<file path="src/rtl/alu_arbiter_pkg.sv">
// Shared ALU opcodes, arbiter state encoding and helpers.
// Optional perf counters are enabled by defining ALU_ARB_PERF_EN.
package alu_arbiter_pkg;

  localparam int ALU_BITS    = 32;
  localparam int ALU_OP_BITS = 4;

  localparam logic [3:0] ALU_ADD = 4'd0;
  localparam logic [3:0] ALU_SUB = 4'd1;
  localparam logic [3:0] ALU_AND = 4'd2;
  localparam logic [3:0] ALU_OR  = 4'd3;
  localparam logic [3:0] ALU_SLT = 4'd4;

  typedef enum logic {
    ARB_IDLE = 1'b0,
    ARB_HOLD = 1'b1
  } arb_state_e;

  localparam logic [15:0] CNT_MAX = 16'hFFFF;

  function automatic logic [15:0] sat_inc(
    input logic [15:0] v,
    input logic        en
  );
    if (en && v != CNT_MAX) return v + 16'd1;
    return v;
  endfunction

endpackage

</file>
<file path="src/rtl/alu.sv">
// Combinational ALU: y = op(in1, in2); SLT is signed.
// Ports: op, in1, in2 in; y out. Unknown opcodes pass in1 through.
import alu_arbiter_pkg::*;

module alu #(
  parameter int BITS    = 32,
  parameter int OP_BITS = 4
) (
  input  logic [OP_BITS-1:0] op,
  input  logic [BITS-1:0]    in1,
  input  logic [BITS-1:0]    in2,
  output logic [BITS-1:0]    y
);

  always_comb begin
    y = in1;
    case (op)
      OP_BITS'(ALU_ADD): y = in1 + in2;
      OP_BITS'(ALU_SUB): y = in1 - in2;
      OP_BITS'(ALU_AND): y = in1 & in2;
      OP_BITS'(ALU_OR):  y = in1 | in2;
      OP_BITS'(ALU_SLT):
        y = BITS'($signed(in1) < $signed(in2));
      default:           y = in1;
    endcase
  end

endmodule

</file>
<file path="src/rtl/alu_rr_pick.sv">
// Two-way round-robin picker.
// Ports: valid[1:0], last_grant in; grant[1:0] one-hot or zero out.
import alu_arbiter_pkg::*;

module alu_rr_pick (
  input  logic [1:0] valid,
  input  logic       last_grant,
  output logic [1:0] grant
);

  always_comb begin
    grant = 2'b00;
    case (valid)
      2'b01:   grant = 2'b01;
      2'b10:   grant = 2'b10;
      // tie goes to whoever did not win last time
      2'b11:   grant = last_grant ? 2'b01 : 2'b10;
      default: grant = 2'b00;
    endcase
  end

endmodule

</file>
<file path="src/rtl/alu_arbiter.sv">
// Shares one ALU between EX (req 0) and the address unit (req 1).
// Ports: req valid/ready/op/a/b per requester, rsp valid/ready,
// shared registered rsp_data. ALU_ARB_PERF_EN adds grant/stall counters.
import alu_arbiter_pkg::*;

module alu_arbiter #(
  parameter int BITS    = 32,
  parameter int OP_BITS = 4
) (
  input  logic               clk,
  input  logic               reset_n,
  input  logic [1:0]         req_valid,
  output logic [1:0]         req_ready,
  input  logic [OP_BITS-1:0] req_op0,
  input  logic [OP_BITS-1:0] req_op1,
  input  logic [BITS-1:0]    req_a0,
  input  logic [BITS-1:0]    req_a1,
  input  logic [BITS-1:0]    req_b0,
  input  logic [BITS-1:0]    req_b1,
  output logic [1:0]         rsp_valid,
  input  logic [1:0]         rsp_ready,
`ifdef ALU_ARB_PERF_EN
  output logic [15:0]        grant_cnt0,
  output logic [15:0]        grant_cnt1,
  output logic [15:0]        stall_cnt,
`endif
  output logic [BITS-1:0]    rsp_data
);

  arb_state_e         state_q, state_d;
  logic               owner_q, owner_d;
  logic               last_q, last_d;
  logic [BITS-1:0]    res_q, res_d;
  logic [OP_BITS-1:0] op_q, op_d;
  logic [BITS-1:0]    a_q, a_d;
  logic [BITS-1:0]    b_q, b_d;

  logic [1:0]         pick;
  logic               accept;
  logic               grant;
  logic               gidx;
  logic [OP_BITS-1:0] alu_op;
  logic [BITS-1:0]    alu_a;
  logic [BITS-1:0]    alu_b;
  logic [BITS-1:0]    alu_y;

  alu_rr_pick u_pick (
    .valid      (req_valid),
    .last_grant (last_q),
    .grant      (pick)
  );

  alu #(
    .BITS    (BITS),
    .OP_BITS (OP_BITS)
  ) u_alu (
    .op  (alu_op),
    .in1 (alu_a),
    .in2 (alu_b),
    .y   (alu_y)
  );

  // Draining the held result in the same cycle frees the slot.
  assign accept = reset_n &&
    (state_q == ARB_IDLE || rsp_ready[owner_q]);
  assign req_ready = accept ? pick : 2'b00;
  assign grant = |req_ready;
  assign gidx  = req_ready[1];

  // Without a grant the ALU sees the last granted operands.
  always_comb begin
    alu_op = op_q;
    alu_a  = a_q;
    alu_b  = b_q;
    if (grant) begin
      alu_op = gidx ? req_op1 : req_op0;
      alu_a  = gidx ? req_a1 : req_a0;
      alu_b  = gidx ? req_b1 : req_b0;
    end
  end

  always_comb begin
    state_d = state_q;
    owner_d = owner_q;
    last_d  = last_q;
    res_d   = res_q;
    op_d    = op_q;
    a_d     = a_q;
    b_d     = b_q;
    if (grant) begin
      state_d = ARB_HOLD;
      owner_d = gidx;
      last_d  = gidx;
      res_d   = alu_y;
      op_d    = alu_op;
      a_d     = alu_a;
      b_d     = alu_b;
    end else if (state_q == ARB_HOLD &&
                 rsp_ready[owner_q]) begin
      state_d = ARB_IDLE;
    end
  end

  always_ff @(posedge clk) begin
    if (!reset_n) begin
      state_q <= ARB_IDLE;
      owner_q <= 1'b0;
      last_q  <= 1'b1;
      res_q   <= '0;
      op_q    <= '0;
      a_q     <= '0;
      b_q     <= '0;
    end else begin
      state_q <= state_d;
      owner_q <= owner_d;
      last_q  <= last_d;
      res_q   <= res_d;
      op_q    <= op_d;
      a_q     <= a_d;
      b_q     <= b_d;
    end
  end

  always_comb begin
    rsp_valid = 2'b00;
    if (state_q == ARB_HOLD)
      rsp_valid = owner_q ? 2'b10 : 2'b01;
  end

  assign rsp_data = res_q;

`ifdef ALU_ARB_PERF_EN
  logic [15:0] g0_q, g0_d;
  logic [15:0] g1_q, g1_d;
  logic [15:0] st_q, st_d;

  always_comb begin
    g0_d = sat_inc(g0_q, req_ready[0]);
    g1_d = sat_inc(g1_q, req_ready[1]);
    st_d = sat_inc(st_q, |(req_valid & ~req_ready));
  end

  always_ff @(posedge clk) begin
    if (!reset_n) begin
      g0_q <= '0;
      g1_q <= '0;
      st_q <= '0;
    end else begin
      g0_q <= g0_d;
      g1_q <= g1_d;
      st_q <= st_d;
    end
  end

  assign grant_cnt0 = g0_q;
  assign grant_cnt1 = g1_q;
  assign stall_cnt  = st_q;
`endif

endmodule

</file>
<file path="config.mk">
export PLATFORM = sky130hd
export DESIGN_NAME = alu_arbiter
export DESIGN_NICKNAME = d
export VERILOG_FILES = /design/src/rtl/alu_arbiter_pkg.sv /design/src/rtl/alu.sv /design/src/rtl/alu_rr_pick.sv /design/src/rtl/alu_arbiter.sv
export SDC_FILE = /design/constraint.sdc
export NUM_CORES = 1
export LEC_CHECK = 0
export CELL_PAD_IN_SITES_DETAIL_PLACEMENT = 1
export CELL_PAD_IN_SITES_GLOBAL_PLACEMENT = 1
export CORE_MARGIN = 4
export CORE_UTILIZATION = 35
export DETAILED_ROUTE_END_ITERATION = 12
export PLACE_DENSITY_LB_ADDON = 0.1
export SYNTH_ARGS = -nofsm -noshare
export SYNTH_HDL_FRONTEND = slang
export SYNTH_SLANG_ARGS = --single-unit
export TNS_END_PERCENT = 10
</file>
<file path="constraint.sdc">
create_clock -name clk -period 11.18 [get_ports clk]
set_input_delay 1.677 -clock clk [delete_from_list [all_inputs] [get_ports clk]]
set_output_delay 1.677 -clock clk [all_outputs]
set_load 0.02 [all_outputs]
</file>
After elaboration in Yosys (flattened, before gate mapping). Cells that the tools add are included.

Flip-flop bits (word level): 103. Input bits: 142. Output and inout bits: 36.

$add $sub $neg: 2. Order comparisons: 2. Eq/ne operators: 7. Mux-type cells: 16. Bitwise logic cells: 3. Reductions and logical operators: 6.

Operators with widths (count): $pmux 32 s5 (1); $mux 32 (4); $add 32x32->32 (1); $and 32x32->32 (1); $lt 32x32->1 (1); $or 32x32->32 (1); $sub 32x32->32 (1); $eq 4x2->1 const B (2); $mux 2 (4); $mux 4 (2); $pmux 2 s3 (1); $eq 2x2->1 const B (2); $eq 4x1->1 const B (1); $eq 4x3->1 const B (1); $logic_not 4->1 (1); $mux 1 (4); $eq 2x1->1 const B (1); $logic_and 1x1->1 (2); $lt 1x2->1 const B (1); $reduce_bool 2->1 (1); $reduce_or 2->1 (1); $logic_or 1x1->1 (1); $not 1->1 (1).

Longest topological paths before layout. Gate-level depths: netlist of run 1.

Depth in word-level cells: 9. Mapped depth: 24.

Modules after synthesis. From an unflattened synthesis of run 1, not the netlist that was laid out.

Cell total of the unflattened synthesis: 1278. Area, all modules: 9783.1 um^2.

Modules (own cells, without submodules): alu (times used 1, cells each 717, area an instance 4908.5 um^2, seq. area each 0.0 um^2); alu_arbiter (times used 1, cells each 558, area an instance 4855.9 um^2, seq. area each 2062.0 um^2); alu_rr_pick (times used 1, cells each 3, area an instance 18.8 um^2, seq. area each 0.0 um^2).

Worst setup path after synthesis of run 1. OpenSTA, ideal clock, no wires.

Path kind: input-to-reg. Start point: input port reset_n. End point: register res_q[31], in the netlist rsp_data[31]. Library setup time: 0.114 ns. Arrival: 5.820 ns. Required time: 11.066 ns. Path slack: 5.246 ns. Stages on the path: 22. Buffers on the path: 4. Cell sequence: buf_2 inv_2 a21o_1 buf_2 nor2_1 buf_2 buf_2 mux2i_1 nor2_1 a21oi_1 inv_1 ha_1 o21bai_1 a221oi_2 nand2_1 a21oi_2 o31ai_4 a21oi_2 o41ai_4 o41ai_1 mux2i_1 a21bo_1.

Longest elaborated chain between the ends: 6. Elaborated cells between the ends (all ways): 19.

RTL lines: from (decl) (RTL line alu_arbiter.sv:11) `input logic reset_n,`; $logic_and 1x1->1 * (RTL line alu_arbiter.sv:64) `assign accept = reset_n &&`; $mux 2 * (RTL line alu_arbiter.sv:66) `assign req_ready = accept ? pick : 2'b00;`; net req_ready[1] (RTL line alu_arbiter.sv:13) `output logic [1:0] req_ready,`; $mux 32 or $reduce_or 2->1 (tied branches) (RTL line alu_arbiter.sv:77, alu_arbiter.sv:67); $mux 32 * (RTL line alu_arbiter.sv:75) `if (grant) begin`; net alu_a[1] (RTL line alu_arbiter.sv:43) `logic [BITS-1:0] alu_a;`; $sub 32x32->32 or $add 32x32->32 (tied branches) (RTL line alu.sv:19, alu.sv:18); $pmux 32 s5 * (RTL line alu.sv:17) `case (op)`; to (signal assigned) (RTL line alu_arbiter.sv:117) `res_q <= res_d;`; to (decl) (RTL line alu_arbiter.sv:33) `logic [BITS-1:0] res_q, res_d;`.

Mark *: on every way through the listed nets, which the timed path passes. The rest lies on a longest branch. A chain may end at the register's enable or synchronous reset.

Worst setup path in the final report of run 1.
Start point: input port reset_n. End point: register res_q[31], in the netlist rsp_data[31].

Longest elaborated chain between the ends: 6. Elaborated cells between the ends (all ways): 19.

RTL lines (RTL line): $logic_and 1x1->1 * (alu_arbiter.sv:64); $mux 2 * (alu_arbiter.sv:66); $mux 32 or $reduce_or 2->1 (tied branches) (alu_arbiter.sv:77, alu_arbiter.sv:67); $mux 32 * (alu_arbiter.sv:75); net alu_a[1] (alu_arbiter.sv:43); $sub 32x32->32 or $add 32x32->32 (tied branches) (alu.sv:19, alu.sv:18); $pmux 32 s5 * (alu.sv:17).

Marks and branches as above.

==> flow_summary.json, run 1 <==
{
  "synth_edf_count": 0,
  "clockRootBuffer": "clkbuf_16",
  "period_needed_ps": 7610,
  "cts_sinks": 103,
  "core_area_um2": 26100,
  "power_leakage_nw": 4.66,
  "synth_top_cell_area_share_pct": 22.2,
  "drtAntennaViolNets": 0,
  "period_share_pct": 68.1,
  "fillers": 3243,
  "vias_per_cell": 5.66,
  "worst_slew_pin_slew_ps": 1080,
  "p_per_area_nw_per_um2": 128,
  "async_flop_share_pct": 0,
  "drv_slew": 0,
  "clk_latency_ps": 370,
  "clkSlewWorstSetupHoldPaths_ps": 70,
  "grt_pass1_vias": 9847,
  "path_max_fanout": 81,
  "antenna_found_initial": 0,
  "yosysWarningCount": 0,
  "grt_util_all_layers_pct": 23.0,
  "rrSetupSlack_ps": 5700,
  "yosysTopAreaCell": "dfxtp_1",
  "yosysUniqueCellTypes": 95,
  "ys.flop_type": "dfxtp_1",
  "cts_htree_levels": 3,
  "wire_per_inst_um": 20.1,
  "endpoint_kind": "flop",
  "timing.rr.start": "owner_q",
  "yosys.cell_count.top_type": "nor2_1",
  "first_iter_violations": 546,
  "syn_area_um2": 9310,
  "num_vias": 9547,
  "hold_end": "rsp_data[1]",
  "syn_area_per_cell_um2": 7.61,
  "grt_pass1_wl_um": 54100,
  "status": "finished, final reports clean",
  "first_pass_iters": 5,
  "io_pins": 178,
  "fmax_mhz": 131,
  "setup_violations": 0,
  "grt_max_degree": 82,
  "yosysSeqAreaShare_pct": 22.2,
  "wl_um": 34000,
  "ir_drop_mv": 0.0545,
  "syn_nets": 1463,
  "clock_skew_ps": 7.99,
  "post_cts_resized": 0,
  "fin_cells": 1688,
  "hp-start": "rsp_data[1]",
  "hold_depth": 2,
  "numPortBuffers": 177,
  "fin_tns_setup_ps": 0,
  "drc": 0,
  "crit_type": "in -> reg",
  "place_congestion": 0.888,
  "postCtsSetupBuffers": 0,
  "cts_buffer_depth": 2,
  "rsz0062_at_grt": "no",
  "yosys-top-cells-count": "153 x nor2_1, 114 x a21oi_1, 103 x dfxtp_1",
  "drv_cap": 0,
  "die_width_um": 171,
  "nNetsFinal": 1588,
  "hold_buffers": 0,
  "report.power.total_mw": 1.47,
  "cp-start-kind": "primary input",
  "antenna-diode-count": 0,
  "overflow": 0,
  "synthTopCellsByArea": "dfxtp_1 22%, ha_1 13%, mux2i_1 7.5%",
  "cp.arrival_ps": 7870,
  "cts_tree": "yes",
  "synth_seq_cells": 103,
  "areaGrowthSynthToFinish_pct": 23.9,
  "reg2reg_depth": 19,
  "final-hold-violation-count": 0,
  "die_h_um": 171,
  "regArea_um2": 2060,
  "worstReg2RegEnd": "rsp_data[31]",
  "cts_buffers": 9,
  "die_area_um2": 29300,
  "drive_gt1_share_pct": 5.25,
  "synthesis.instances": 1223,
  "initial_core_util_pct": 35.6,
  "std_cell_rows": 59,
  "hp-class": "reg -> reg",
  "hpwl_um": 25300,
  "max_slew_margin_pct": 28.1,
  "multiInputGateArea_um2": 6540,
  "critPathRequiredTime_ps": 11440,
  "dp.cells": 1672
}
## how the worst max path moves through the flow
stage | startpoint | end | slack [ps] | cells past startpoint
after floorplan | reset_n | rsp_data[31] | 5250 | 22
final | reset_n | rsp_data[31] | 3570 | 21
after global placement | reset_n | rsp_data[31] | 3440 | 21
after detailed placement | reset_n | rsp_data[31] | 3190 | 21
after global routing | reset_n | rsp_data[24] | 2970 | 22
after CTS | reset_n | rsp_data[31] | 3550 | 21
## worst max-delay path, stage by stage
cell             delay [ps]
clkdlybuf4s50_1         400
buf_4                   280
inv_2                   630
buf_4                   560
a21oi_1                 210
o21ai_4                 110
buf_4                   620
nor2_1                  110
a21oi_1                 490
inv_1                   170
ha_1                    240
o21bai_1                190
a221oi_2                330
nand2_1                 170
a21oi_2                 340
o31ai_4                 150
a21oi_2                 260
o41ai_4                 100
o41ai_1                 360
mux2i_1                 220
a21bo_1                 210
## routing by layer
metal  wire (um)  GRT usage, %  up-vias
met5           0             0        -
met2       15800          38.9      264
met4         698          6.75        0
li1            -             -     4628
met1       15800          30.8     4611
met3        1700          2.82       44
## cell usage in the layout (no fill, tap or decap), drive strengths merged, types with 7 or more instances in the layout
cell type,n
o21ai,109
o31ai,8
nand2,98
clkdlybuf4s50,177
o211ai,11
xnor2,9
ha,96
a221oi,11
o221ai,18
buf,14
dfxtp,103
a211oi,13
clkbuf,11
a21oi,117
mux2i,71
o22ai,13
a21o,16
and2,9
nand4,7
nor4,10
o21bai,19
nor2b,10
o221a,7
inv,92
nor3,17
nand3,17
nor2,155
## registers in the layout, summed over array words and instances, names as in the netlist
name / cells
a_q: 32
owner_q: 1
b_q: 32
rsp_data: 32
state_q: 1
op_q: 4
last_q: 1
## area by class of cell
type,instances,area share (%)
Multi-Input combinational cell,951,56.7
Sequential cell,103,17.9
Timing Repair Buffer,191,16.3
Tap cell,335,3.63
Inverter,92,2.99
Clock buffer,11,2.02
Clock inverter,5,0.510
## report_power, final
part	switching, mW	internal [mW]	total (mW)
Combinational	0.443	0.278	0.722
Sequential	0.0176	0.399	0.416
Clock	0.161	0.174	0.336
Total	0.622	0.852	1.47
## metrics by stage
stage | area, um^2 | setup slack [ps] | hold slack [ps] | util [%]
finish | 11500 | 3570 | 462 | 44.1
global route | 11500 | 2970 | 480 | 44.1
CTS | 11500 | 3550 | 465 | 44.1
detailed placement | 11200 | 3190 | 455 | 43.0
global placement | 11200 | 3440 | 453 | 43.0
floorplan | 9310 | 5250 | 450 | -
## cell families (layout without fill, tap and decap cells)
kind of cell               count (synthesis)  after routing  share of synthesized area [%]
muxes                                     71             71                           7.68
adders and majority gates                 98             98                           13.3
and+or+nand+nor                          353            353                           17.4
buffers and inverters                    169            299                           7.89
xor gates and xnor gates                  10             10                          0.941
DFF                                      103            103                           22.2
AOI/OAI and AO/OA                        419            419                           30.6
Note: power is estimated with default switching activity, not from simulation.
==> run 2: changes to the inputs <==
- clock period: 11.18 -> 7.6 ns (I/O delays scaled with it)
==> run 2 against run 1 <==
Non-clock buffer count shrank 3. Cell area shrank 0.12%. Clock-buffer cell count is the same. Critical path depth shrank 2. Global-route usage shrank 0.52 points. Clock skew grew 1.5 ps. First-iteration DRC count grew 12%. Combinational power grew 48%. Worst setup slack lost 2100 ps.
==> flow_summary.json, run 2 (same netlist as run 1, synthesis figures left out) <==
{
  "die_h_um": 171,
  "std_cell_rows": 59,
  "hpwl_um": 25000,
  "wire_per_inst_um": 20.2,
  "endpoint_kind": "flop",
  "ir_drop_mv": 0.109,
  "clkSlewWorstSetupHoldPaths_ps": 80,
  "multiInputGateArea_um2": 6540,
  "overflow": 0,
  "hp-start": "rsp_data[1]",
  "grt_util_all_layers_pct": 22.5,
  "timing.rr.start": "owner_q",
  "num_vias": 9546,
  "hold_end": "rsp_data[1]",
  "drc": 0,
  "rsz0062_at_grt": "no",
  "grt_pass1_vias": 9658,
  "cp.arrival_ps": 6310,
  "switchingPower_mw": 0.911,
  "first_iter_violations": 610,
  "fillers": 3243,
  "io_pins": 178,
  "p_sw_share_pct": 42.0,
  "rrSetupSlack_ps": 2300,
  "p_int_mw": 1.26,
  "nNetsFinal": 1585,
  "final_cell_mix": "177 x clkdlybuf4s50_1, 152 x nor2_1, 114 x a21oi_1, 103 x dfxtp_1",
  "critPathRequiredTime_ps": 7800,
  "final-hold-violation-count": 0,
  "hp-class": "reg -> reg",
  "postCtsSetupBuffers": 0,
  "p_clk_share_pct": 22.7,
  "antenna_found_initial": 0,
  "final_common_cell": "clkdlybuf4s50_1",
  "worst_slew_pin_slew_ps": 1230,
  "hold_depth": 2,
  "post_cts_resized": 0,
  "clockRootBuffer": "clkbuf_16",
  "p_per_area_nw_per_um2": 188,
  "drv_slew": 0,
  "antenna-diode-count": 0,
  "period_needed_ps": 6110,
  "status": "finished, final reports clean",
  "drv_cap": 0,
  "crit_type": "in -> reg",
  "cts_buffer_depth": 2,
  "drive_gt1_share_pct": 4.97,
  "areaGrowthSynthToFinish_pct": 23.8,
  "period_share_pct": 80.4,
  "numPortBuffers": 177,
  "p_seq_share_pct": 28.2,
  "combinationalPowerShare_pct": 49.1,
  "cts_buffers": 9,
  "cts_htree_levels": 3,
  "setup_violations": 0,
  "cts_sinks": 103,
  "first_pass_iters": 5,
  "power_leakage_nw": 4.65,
  "hold_buffers": 0,
  "post-route-util_pct": 44.1,
  "die_width_um": 171,
  "reg2reg_depth": 18,
  "cp-start-kind": "primary input",
  "worstReg2RegEnd": "rsp_data[24]",
  "drtAntennaViolNets": 0,
  "core_area_um2": 26100,
  "regArea_um2": 2060,
  "max_slew_margin_pct": 17.4,
  "clock_skew_ps": 9.52,
  "die_area_um2": 29300,
  "path_max_fanout": 28,
  "place_congestion": 0.864,
  "clk_latency_ps": 360,
  "vias_per_cell": 5.67,
  "fin_tns_setup_ps": 0,
  "grt_pass1_wl_um": 53000,
  "fmax_mhz": 164,
  "grt_max_degree": 93,
  "initial_core_util_pct": 35.6,
  "wl_um": 34000,
  "cts_tree": "yes"
}
## run 2: cell count changes in the layout (fill, tap and decap cells not counted), sizes merged
cell / delta
buf: -3
clkinv: -2
## run 2: worst max-delay path by stage
stage	depth (start not counted)	to	slack, ps	start
floorplan	22	rsp_data[31]	2200	reset_n
global placement	19	rsp_data[24]	1330	rsp_ready[0]
detailed placement	19	rsp_data[24]	1220	reset_n
CTS	19	rsp_data[24]	1580	reset_n
global route	19	rsp_data[24]	1110	reset_n
finish	19	rsp_data[24]	1490	reset_n
## run 2: power groups by stage
stage | clock network [mW] | logic [mW] | registers (mW)
6_report | 0.492 | 1.07 | 0.611
5_1_grt | 0.525 | 1.16 | 0.617
4_1_cts | 0.503 | 1.06 | 0.611
3_5_place_dp | 0 | 1.05 | 0.624
3_3_place_gp | 0 | 1.04 | 0.622
2_1_floorplan | 0 | 0.683 | 0.643
## run 2: stage by stage
step                      setup slack [ps]  total power [mW]  area [um^2]  hold WS (ps)  cells
after detailed placement              1220              1.67        11200           461   1669
after global placement                1330              1.66        11200           455   1669
after floorplan                       2200              1.33         9310           450   1223
final                                 1490              2.17        11500           468   1683
after CTS                             1580              2.17        11500           472   1683
after global routing                  1110              2.30        11500           487   1683
## run 2: worst max-delay path: stages
cell             delay (ps)
clkdlybuf4s50_1         580
inv_2                    70
a21o_1                  300
nor2_4                  300
buf_4                   480
mux2i_1                 140
o21ai_0                 240
inv_1                   120
ha_1                    530
a41o_1                  270
a221oi_2                 90
or3_1                   350
nand3_1                 120
a311o_1                 320
nand2_1                 170
nor4_1                  390
nor3_1                   80
a2111oi_0               470
nor4_1                  100
## run 2: routing by layer
metal	up-vias	routed length [um]	track usage, %
met2	246	16100	38.3
met5	-	0	0
li1	4626	-	-
met1	4640	16000	30.6
met3	34	1610	3.23
met4	0	369	4.20
## run 2: layout make-up
cell class                      count  share of cell area [%]
Timing Repair Buffer              188                    16.2
Clock inverter                      3                   0.391
Inverter                           92                    3.00
Sequential cell                   103                    17.9
Tap cell                          335                    3.64
Multi-Input combinational cell    951                    56.8
Clock buffer                       11                    2.11
==> run 3: changes to the inputs <==
- clock period: 7.6 -> 5.5 ns (I/O delays scaled with it)
==> run 3 against run 2 <==
Register-to-register slack worse by 1500 ps. Sequential share of layout area fell by 0.92 points. Sequential power up 38%. Final cell count up 4.2%. Worst setup slack got worse by 1200 ps. Routed wire length rose by 3.8%. Cell area increased by 5.4%. Via count grew 3.0%. Clock power grew 50%. Clock skew up 5.7 ps. Die area stayed put. Largest power group unchanged.
==> flow_summary.json, run 3 (same netlist as run 1, synthesis figures left out) <==
{
  "placed_area_um2": 11800,
  "vias_per_cell": 5.61,
  "clockRootBuffer": "clkbuf_16",
  "drc": 0,
  "first_pass_iters": 5,
  "worst_slew_pin_slew_ps": 894,
  "std_cell_rows": 59,
  "final_cell_mix": "177 x clkdlybuf4s50_1, 152 x nor2_1, 114 x a21oi_1, 103 x dfxtp_1",
  "wire_per_inst_um": 20.2,
  "numPortBuffers": 177,
  "antenna_found_initial": 0,
  "fin_tns_setup_ps": 0,
  "first_iter_violations": 524,
  "place_congestion": 0.897,
  "period_share_pct": 94.0,
  "endpoint_kind": "flop",
  "hp-class": "reg -> reg",
  "hold_buffers": 0,
  "grt_pass1_wl_um": 56100,
  "p_per_area_nw_per_um2": 261,
  "clock_skew_ps": 15.2,
  "post_cts_resized": 0,
  "cts_buffers": 9,
  "rsz0062_at_grt": "no",
  "fillers": 3229,
  "fmax_mhz": 194,
  "die_area_um2": 29300,
  "drtAntennaViolNets": 0,
  "io_pins": 178,
  "period_needed_ps": 5170,
  "num_vias": 9831,
  "initial_core_util_pct": 35.6,
  "postCtsSetupBuffers": 0,
  "drive_gt1_share_pct": 9.87,
  "status": "finished, final reports clean",
  "hold_depth": 2,
  "post-route-util_pct": 46.5,
  "grt_pass1_vias": 10200,
  "final_area_um2": 12100,
  "power_leakage_nw": 5.03,
  "cp-start-kind": "primary input",
  "core_area_um2": 26100,
  "reg2reg_depth": 20,
  "max_slew_margin_pct": 40.4,
  "cp.arrival_ps": 5380,
  "clk_latency_ps": 370,
  "report.power.total_mw": 3.17,
  "cts_sinks": 103,
  "drv_cap": 0,
  "grt_max_degree": 75,
  "cp-startpoint": "rsp_ready[0]",
  "nNetsFinal": 1654,
  "cts_tree": "yes",
  "path_max_fanout": 18,
  "clkSlewWorstSetupHoldPaths_ps": 70,
  "grt_util_all_layers_pct": 23.8,
  "fin_cells": 1753,
  "overflow": 0,
  "dp.cells": 1738,
  "hp-start": "rsp_data[1]",
  "antenna-diode-count": 0,
  "wl_um": 35300,
  "hpwl_um": 27000,
  "cts_htree_levels": 3,
  "crit_type": "in -> reg",
  "areaGrowthSynthToFinish_pct": 30.4,
  "timing.rr.start": "owner_q",
  "critPathRequiredTime_ps": 5710,
  "die_width_um": 171,
  "ir_drop_mv": 0.111,
  "final_common_cell": "clkdlybuf4s50_1",
  "setup_violations": 0,
  "die_h_um": 171,
  "final-hold-violation-count": 0,
  "drv_slew": 0,
  "cts_buffer_depth": 2
}
[run 3: cell types whose count changed in the layout (fill, tap and decap cells not counted), sizes merged]
cell	delta
buf	+69
clkinv	+1
inv	+3
bufinv	+1
clkbuf	-2
clkinvlp	-2
[run 3: per-layer routing]
| metal | track usage, % | part of all wire, % | routed length, um |
|---|---|---|---|
| met5 | 0 | 0 | 0 |
| met4 | 4.99 | 1.2 | 438 |
| met3 | 2.36 | 4.4 | 1550 |
| met2 | 41.2 | 48 | 16900 |
| met1 | 32.2 | 47 | 16500 |
[run 3: per-stage QoR]
step / hold slack, ps / setup WS (ps)
3_3_place_gp: 448 / 25.1
3_5_place_dp: 456 / -42.9
4_1_cts: 466 / 295
2_1_floorplan: 450 / 418
6_report: 460 / 332
5_1_grt: 495 / 44.6
[run 3: cell type report]
class	count	area [um^2]	share of cell area [%]
multi-input combinational	951	6550	53.9
inverter	92	345	2.84
clock inverter	6	91.3	0.752
sequential	103	2060	17.0
clock buffer	9	225	1.86
tap	335	419	3.45
timing repair buffer	257	2450	20.2
[run 3: path summary, 6_finish.rpt]
path / slack, ps / end
hold / removal: 460 / rsp_data[1]
hold reg to reg: 460 / rsp_data[1]
setup reg to reg: 840 / rsp_data[26]
setup / recovery: 330 / rsp_data[26]
[run 3: worst max-delay path, stage by stage]
cell and delay [ps]:
clkdlybuf4s50_1 480, mux2i_2 100, a21o_1 230, nor2_4 230
buf_12 220, buf_12 150, mux2i_1 300, nor2_1 80
a21oi_1 230, inv_1 100, ha_1 300, a21oi_1 210
o21bai_1 80, a21o_1 220, or3_1 340, a311o_1 370
a311oi_2 300, o32ai_1 150, xor2_1 180, a21oi_1 190
nor3_1 60
[run 3: power by group]
group,total (mW),internal (mW),leakage (nW),switching [mW]
clock,0.737,0.402,0.157,0.335
sequential,0.845,0.811,0.847,0.0343
combinational,1.59,0.653,4.03,0.938
